--- src/rtl/risc_ctrl_pkg.sv ---
// Shared control constants for the branch/hazard logic: opcodes, register index width, FSM states.
package risc_ctrl_pkg;

    localparam logic [3:0] OP_JMP = 4'b0001;
    localparam logic [3:0] OP_BEQ = 4'b0010;
    localparam logic [3:0] OP_BGT = 4'b0011;
    localparam logic [3:0] OP_BLE = 4'b0100;
    localparam logic [3:0] OP_LW  = 4'b0101;
    localparam logic [3:0] OP_SW  = 4'b0110;

    localparam int REG_IDX_W = 4;

    typedef enum logic {
        RUN   = 1'b0,
        STALL = 1'b1
    } bhu_state_t;

endpackage

--- src/rtl/branch_hazard_unit_br_compare.sv ---
// Signed branch condition evaluation; several enabled flags combine by OR.
module br_compare #(
    parameter int DATA_W = 16
) (
    input  logic [DATA_W-1:0] a,
    input  logic [DATA_W-1:0] b,
    input  logic              gt_bra,
    input  logic              le_bra,
    input  logic              eq_bra,
    output logic              taken
);

    logic a_gt_b;
    logic a_eq_b;

    assign a_gt_b = $signed(a) > $signed(b);
    assign a_eq_b = (a == b);
    assign taken  = (gt_bra & a_gt_b) | (le_bra & ~a_gt_b) | (eq_bra & a_eq_b);

endmodule

--- src/rtl/branch_hazard_unit.sv ---
// Jump/branch redirect and load-use stall control for the pipeline flush interface.
// Optional statistics counters are built when BRANCH_STATS_EN is defined.
module branch_hazard_unit
    import risc_ctrl_pkg::*;
#(
    parameter int DATA_W       = 16,
    parameter int ADDR_W       = 16,
    parameter int LU_STALL_CYC = 1
) (
    input  logic                 clk,
    input  logic                 rst_n,
    input  logic                 id_jump,
    input  logic [ADDR_W-1:0]    id_jump_tgt,
    input  logic [REG_IDX_W-1:0] id_rs,
    input  logic [REG_IDX_W-1:0] id_rt,
    input  logic                 ex_gt_bra,
    input  logic                 ex_le_bra,
    input  logic                 ex_eq_bra,
    input  logic [DATA_W-1:0]    ex_a,
    input  logic [DATA_W-1:0]    ex_b,
    input  logic [ADDR_W-1:0]    ex_br_tgt,
    input  logic                 ex_mem_read,
    input  logic [REG_IDX_W-1:0] ex_rd,
    output logic                 pcsrc1,
    output logic                 pcsrc2,
    output logic                 pc_sel,
    output logic [ADDR_W-1:0]    pc_target,
    output logic                 pc_stall,
    output logic                 bubble
`ifdef BRANCH_STATS_EN
    ,
    output logic [15:0]          stat_taken,
    output logic [15:0]          stat_stall
`endif
);

    localparam logic [1:0] STALL_INIT = 2'(LU_STALL_CYC - 1);

    bhu_state_t state;
    bhu_state_t next_state;
    logic [1:0] cnt;
    logic [1:0] next_cnt;
    logic       br_taken;
    logic       hazard;

    br_compare #(.DATA_W(DATA_W)) u_cmp (
        .a      (ex_a),
        .b      (ex_b),
        .gt_bra (ex_gt_bra),
        .le_bra (ex_le_bra),
        .eq_bra (ex_eq_bra),
        .taken  (br_taken)
    );

    assign hazard = ex_mem_read & (ex_rd != '0) & ((ex_rd == id_rs) | (ex_rd == id_rt));

    always_ff @(posedge clk) begin
        if (!rst_n) begin
            state <= RUN;
            cnt   <= '0;
        end else begin
            state <= next_state;
            cnt   <= next_cnt;
        end
    end

    // A taken branch flushes the stalled instruction, so it always wins over the stall.
    always_comb begin
        next_state = state;
        next_cnt   = cnt;
        case (state)
            RUN: begin
                if (hazard && !br_taken && (LU_STALL_CYC > 1)) begin
                    next_state = STALL;
                    next_cnt   = STALL_INIT;
                end
            end
            STALL: begin
                if (br_taken || cnt <= 2'd1) begin
                    next_state = RUN;
                    next_cnt   = '0;
                end else begin
                    next_cnt = cnt - 2'd1;
                end
            end
            default: begin
                next_state = RUN;
                next_cnt   = '0;
            end
        endcase
    end

    // Outputs are forced low while reset is asserted.
    always_comb begin
        pcsrc1    = 1'b0;
        pcsrc2    = 1'b0;
        pc_stall  = 1'b0;
        bubble    = 1'b0;
        pc_sel    = 1'b0;
        pc_target = '0;
        if (rst_n) begin
            pcsrc2   = br_taken;
            pc_stall = ~br_taken & ((state == STALL) | hazard);
            bubble   = pc_stall;
            pcsrc1   = id_jump & ~br_taken & ~hazard & (state == RUN);
            pc_sel   = pcsrc1 | pcsrc2;
            if (pcsrc2) begin
                pc_target = ex_br_tgt;
            end else if (pcsrc1) begin
                pc_target = id_jump_tgt;
            end
        end
    end

`ifdef BRANCH_STATS_EN
    always_ff @(posedge clk) begin
        if (!rst_n) begin
            stat_taken <= '0;
            stat_stall <= '0;
        end else begin
            if (pcsrc2 && stat_taken != 16'hFFFF) begin
                stat_taken <= stat_taken + 16'd1;
            end
            if (pc_stall && stat_stall != 16'hFFFF) begin
                stat_stall <= stat_stall + 16'd1;
            end
        end
    end
`endif

endmodule

--- config.mk ---
export PLATFORM = sky130hd
export DESIGN_NAME = branch_hazard_unit
export DESIGN_NICKNAME = d
export VERILOG_FILES = /design/src/rtl/risc_ctrl_pkg.sv /design/src/rtl/branch_hazard_unit_br_compare.sv /design/src/rtl/branch_hazard_unit.sv
export SDC_FILE = /design/constraint.sdc
export NUM_CORES = 1
export LEC_CHECK = 0
export CAP_MARGIN = 10
export CORE_UTILIZATION = 27
export DETAILED_ROUTE_END_ITERATION = 16
export MAX_ROUTING_LAYER = met4
export PLACE_DENSITY = 0.77
export SLEW_MARGIN = 20
export SYNTH_ARGS = -nofsm -noshare
export SYNTH_HDL_FRONTEND = slang
export SYNTH_SLANG_ARGS = --single-unit
--- constraint.sdc ---
create_clock -name clk -period 2.5 [get_ports clk]
set_input_delay 0.375 -clock clk [delete_from_list [all_inputs] [get_ports clk]]
set_output_delay 0.375 -clock clk [all_outputs]
set_load 0.01 [all_outputs]
Yosys cells after proc, flatten, opt, wreduce, memory -nomap -nowiden --
Index checks and enable logic that the tools add are counted.
Cells by class: $add $sub $neg 1, $lt $le $gt $ge 2, eq/ne operators 3, mux-type cells 9, bitwise gates (word level) 18, reduce and logical (&&, ||, !) cells 3
Operators with widths (count):
- $mux W16 | 3
- $eq A16 B16 Y1 | 1
- $gt A16 B16 Y1 | 1
- $and A1 B1 Y1 | 9
- $eq A4 B4 Y1 | 2
- $mux W1 | 5
- $or A1 B1 Y1 | 5
- $not A1 Y1 | 4
- $reduce_bool A4 Y1 | 1
- $le A2 B1 Y1 const B | 1
- $mux W2 | 1
- $reduce_and A2 Y1 | 1
- $sub A2 B1 Y2 const B | 1
- $logic_or A1 B1 Y1 | 1
Word-level totals: register bits after elaboration 3, bits of input ports 83, output and inout bits 21, logic and storage cells 38

Logic depth before layout (Yosys ltp) --
word-level depth 12, depth in mapped cells 10, gate-level depth less buffers 8

Cells and area by module --
From an unflattened synthesis, not the netlist that was laid out.
Unflattened totals: cells, all modules 151, area, all modules 1048.5 um^2
Modules (own cells, without submodules):
- branch_hazard_unit | instances 1, cells an instance 87, area an instance 588.1 um^2, seq. area each 60.1 um^2
- br_compare | instances 1, cells an instance 64, area an instance 460.4 um^2, seq. area each 0.0 um^2

Least setup slack after synthesis --
OpenSTA, ideal clock, no wires.
path kind in2out, start point input ex_b[5], end point output pc_stall, data arrival time 2.385 ns, required time 2.125 ns, path slack -0.260 ns, stages 10, buffers on the path 2, cells stage by stage inv_1 > ha_1 > nand4_2 > a211oi_1 > o31a_1 > or4_4 > mux2i_4 > buf_6 > nor2_1 > buf_4
On the way: cells in the longest elaborated chain, start to end 8, elaborated cells on any way between the ends 11, those cells by class 1 x order compare; 1 x eq/ne; 1 x mux; 8 x bitwise
Ends and longest elaborated chain:
- start, declared | RTL line branch_hazard_unit.sv:20 | input logic [DATA_W-1:0] ex_b,
- $gt A16 B16 Y1 | RTL line branch_hazard_unit_br_compare.sv:16 | assign a_gt_b = $signed(a) > $signed(b);
- $not A1 Y1 | RTL line branch_hazard_unit_br_compare.sv:18 | assign taken = (gt_bra & a_gt_b) | (le_bra & ~a_gt_b) | (eq_bra & a_eq_b);
- $and A1 B1 Y1 | RTL line branch_hazard_unit_br_compare.sv:18
- $or A1 B1 Y1 | RTL line branch_hazard_unit_br_compare.sv:18
- $or A1 B1 Y1 * | RTL line branch_hazard_unit_br_compare.sv:18
- $not A1 Y1 * | RTL line branch_hazard_unit.sv:103 | pc_stall = ~br_taken & ((state == STALL) | hazard);
- $and A1 B1 Y1 * | RTL line branch_hazard_unit.sv:103
- $mux W1 *
- end, declared | RTL line branch_hazard_unit.sv:28 | output logic pc_stall,
Every way passes the cells marked *; elsewhere a longest branch is shown, timed or not.

Worst setup path in the final report --
start point input ex_a[3], end point output pc_sel
On the way: cells in the longest elaborated chain, start to end 11, elaborated cells on any way between the ends 14, those cells by class 1 x order compare; 1 x eq/ne; 1 x mux; 11 x bitwise
Ends and longest elaborated chain:
- start, declared | RTL line branch_hazard_unit.sv:19 | input logic [DATA_W-1:0] ex_a,
- $gt A16 B16 Y1 | RTL line branch_hazard_unit_br_compare.sv:16
- $not A1 Y1 | RTL line branch_hazard_unit_br_compare.sv:18
- $and A1 B1 Y1 | RTL line branch_hazard_unit_br_compare.sv:18
- $or A1 B1 Y1 | RTL line branch_hazard_unit_br_compare.sv:18
- $or A1 B1 Y1 * | RTL line branch_hazard_unit_br_compare.sv:18
- $not A1 Y1 | RTL line branch_hazard_unit.sv:105 | pcsrc1 = id_jump & ~br_taken & ~hazard & (state == RUN);
- $and A1 B1 Y1 (3 in a row) | RTL line branch_hazard_unit.sv:105
- $or A1 B1 Y1 * | RTL line branch_hazard_unit.sv:106 | pc_sel = pcsrc1 | pcsrc2;
- $mux W1 * | RTL line branch_hazard_unit.sv:101 | if (rst_n) begin
- end, declared | RTL line branch_hazard_unit.sv:26 | output logic pc_sel,
Marks and branches as above.

==> flow_summary_export.csv <==
group,metric,value,unit
logic_synthesis,avgSynthCellArea,7.13,µm²
route,drtIter0Drc,23,
flow_run,maxCapViolations,0,
final_layout,antenna_cells,0,
status,status,"complete, but fails checks",
global_route,grt_use_total,20.0,%
critical_path,required,2.12,ns
sta,clock_skew,0.000331,ns
power_and_ir_drop,switching_share,33.4,%
route,finalWirelength,4010,µm
logic_synthesis,async_flop_share,0,%
final_layout,nFillCells,309,
critical_path,reg2reg_depth,5,
critical_path,crit_top_cell,"buf_6",
route,vias,1497,
logic_synthesis,syn_inst,151,
clocking,clock-root-buffer,"clkbuf_8",
global_route,first_global_vias,1479,
placed_design,placedInstanceArea,2490,µm²
logic_synthesis,syn-num-nets,251,
sta,setup_viol,21,
clocking,clk_path_buf_depth,2,
critical_path,critical_path.slowest_cell,"or4_4",
sta,max_freq,331,MHz
logic_synthesis,yosys.area.top_type_share,19.7,%
logic_synthesis,syn-cell-area,1080,µm²
critical_path,critPathMaxFanout,3,
die,die_area,4250,µm²
sta,fin_crit_sh,121,%
sta,setup_tns,-9.05,ns
placed_design,io_buffers,103,
clocking,cts_tree,"done",
global_route,overflow,0,
logic_synthesis,synth_top_family_by_area,"simple AND/OR/NAND/NOR gates",
clocking,cts_buffers,3,
final_layout,nNetsFinal,377,
sta,timing.hold.ws,0.442,ns
critical_path,max_stage_delay,0.55,ns
logic_synthesis,synth-edff-count,0,
die,top_level_ports,104,
clocking,clk_latency,0.21,ns
logic_synthesis,ys.flop_type,"dfxtp_1",
placed_design,dp_cells,310,
sta,slew-limit-headroom,72.5,%
route,drtPass1Iterations,4,
critical_path,critPathLaunchType,"primary input",
logic_synthesis,synth_cell_types,35,
final_layout,ff_latch_area,60.1,µm²
worst_hold_path,worstHoldStart,"cnt[1]$_SDFFE_PN0P_",
sta,worst_pin_slew,0.408,ns
global_route,grt_pass1_wl,6550,µm
power_and_ir_drop,sequentialPowerShare,6.5,%
clocking,cts.htree.levels,1,
placed_design,place_hpwl,3070,µm
critical_path,path_buf_inv,4,
route,vias_per_cell,4.62,
logic_synthesis,seq_area_frac_synth,5.57,%
power_and_ir_drop,comb_power_share,75.1,%
final_layout,instances_no_fill,324,
sta,slew_viol_final,0,
worst_hold_path,worstHoldPathCells,2,
sta,fin_crit,3.02,ns
logic_synthesis,synth_area_leaders,"ha_1, mux2i_1, nand2_1",
final_layout,area_delta_synth_final,152,%
logic_synthesis,synth_adder_area_share,19.7,%
route,ant_nets,0,
critical_path,path_class,"in -> out",
power_and_ir_drop,total_leakage_power,1.17,nW
clocking,clk_pin_slew,0.03,ns
sta,rsz0062_at_grt,"true",
die,die_w,65.2,µm
die,core_area,3740,µm²
die,num_rows,22,
global_route,grt_max_degree,21,
final_layout,layout-drive-gt1-share,51.8,%
power_and_ir_drop,p_per_area,276,nW/µm²
sta,setup_slack,-0.518,ns
status,failed_checks,"setup timing",
placed_design,place_ws,-1.40,ns
power_and_ir_drop,vdd.ir_drop.worst,0.170,mV
route,post_drt_wl_per_cell,12.4,µm
critical_path,worstSetupEndpointType,"output port",
final_layout,final_cell_mix,"clkdlybuf4s50_1, nand2_1, buf_6, buf_2, ha_4",
logic_synthesis,synth-simple-area-share,27.3,%
logic_synthesis,synth-xor-area-share,6.50,%
die,start_util,28.8,%
logic_synthesis,synthMuxAreaShare,18.9,%
die,die_y,65.2,µm
logic_synthesis,synth_compound_area_share,10.3,%
critical_path,critPathLaunch,"ex_a[3]",
critical_path,worstPathArrival,2.64,ns
sta,hold_viol,0,
logic_synthesis,synth_top_area_cell,"ha_1",
clocking,cts.sink_count,3,
final_layout,final_area,2710,µm²
power_and_ir_drop,p_sw,0.000249,W
critical_path,path_depth,11,
final_layout,multi_input_area,1300,µm²
final_layout,layout_commonest_cell,"clkdlybuf4s50_1",
logic_synthesis,yosysWarnings,0,
worst_hold_path,hp-class,"reg -> reg",
critical_path,cp_cell_sequence,"buf_6, ha_4, a21oi_4, nor2_2, o31a_1, or4_4, mux2i_4, buf_6, buf_12, mux2_4, buf_6",
power_and_ir_drop,internal_power,0.000498,W
critical_path,cp_top_family,"simple AND/OR/NAND/NOR gates",
logic_synthesis,ys_ff_latch,3,
global_route,antenna_found_initial,0,
placed_design,globalplace.congestion,0.811,
power_and_ir_drop,clkPwrFrac,18.5,%
critical_path,r2r-start,"cnt[1]$_SDFFE_PN0P_",
route,drc,0,
==> synthesized netlist by cell type, drive strengths merged, types with 2 or more instances <==
cell / count
o32ai: 2
clkbuf: 3
buf: 4
nor4: 4
or4: 2
a21oi: 4
ha: 17
a21o: 2
dfxtp: 3
nand2: 37
nand4: 4
mux2i: 18
inv: 21
o21ai: 4
a211oi: 3
xor2: 8
nor2: 4
==> final timing paths <==
path	to	slack, ns
worst max register to register	cnt[0]$_SDFFE_PN0P_	1.30
worst min-delay path	cnt[1]$_SDFFE_PN0P_	0.44
worst max-delay path	pc_sel	-0.52
worst min register to register	cnt[1]$_SDFFE_PN0P_	0.44
==> through the flow <==
step	power, W	util (%)
CTS	0.000765	71.9
finish	0.000748	72.4
detailed placement	0.000535	66.4
floorplan	0.000299	-
global route	0.000796	72.4
global placement	0.000529	66.4
==> cell families after synthesis <==
| logic type | Yosys count |
|---|---|
| buffers and inverters | 28 |
| xor gates and xnor gates | 8 |
| DFF | 3 |
| muxes | 19 |
| and+or+nand+nor | 59 |
| adders and majority gates | 17 |
| AOI/OAI and AO/OA | 17 |
==> power groups by stage <==
stage | Clock, W | Combinational, W | Sequential, W
floorplan | 0 | 0.000250 | 0.0000489
global placement | 0 | 0.000480 | 0.0000489
detailed placement | 0 | 0.000486 | 0.0000489
CTS | 0.000140 | 0.000576 | 0.0000482
global route | 0.000145 | 0.000603 | 0.0000482
finish | 0.000138 | 0.000561 | 0.0000482
==> per-layer routing <==
metal | vias to the layer above | wire length [µm] | GRT usage (%)
li1 | 766 | - | -
met1 | 680 | 1690 | 24.8
met2 | 49 | 2080 | 34.1
met3 | 2 | 216 | 2.08
met4 | 0 | 30 | 5.43
met5 | - | 0 | -
==> area by class of cell <==
class / instances / share of cell area [%]
well taps: 48 / 2.22
repair buffers: 128 / 42.0
inverters: 21 / 3.83
flip-flops and latches: 3 / 2.22
multi-input cells: 120 / 48.1
clock buffers: 4 / 1.66
==> worst register-to-register path: cells and delay by family, from the launching register on <==
family / cells / cell delay, ns
AOI/OAI and AO/OA: 1 / 0.13
adders and majority gates: 1 / 0.17
buffers and inverters: 1 / 0.05
DFF: 1 / 0.31
and+or+nand+nor: 2 / 0.47
==> registers in the layout, summed over array words and instances, names as in the netlist <==
| name | count |
|---|---|
| state | 1 |
| cnt | 2 |
==> repair_timing <==
| item | in CTS | in global routing |
|---|---|---|
| pin swaps | 29 | 18 |
| setup buffers | 10 | 2 |
| gates resized for setup | 230 | 35 |
| hold buffers | 0 | 0 |
| endpoints found under the setup margin | 24 | 23 |
| cloned | 2 | 0 |
| hold endpoints to repair | 0 | 0 |
Note: power is estimated with default switching activity, not from simulation.
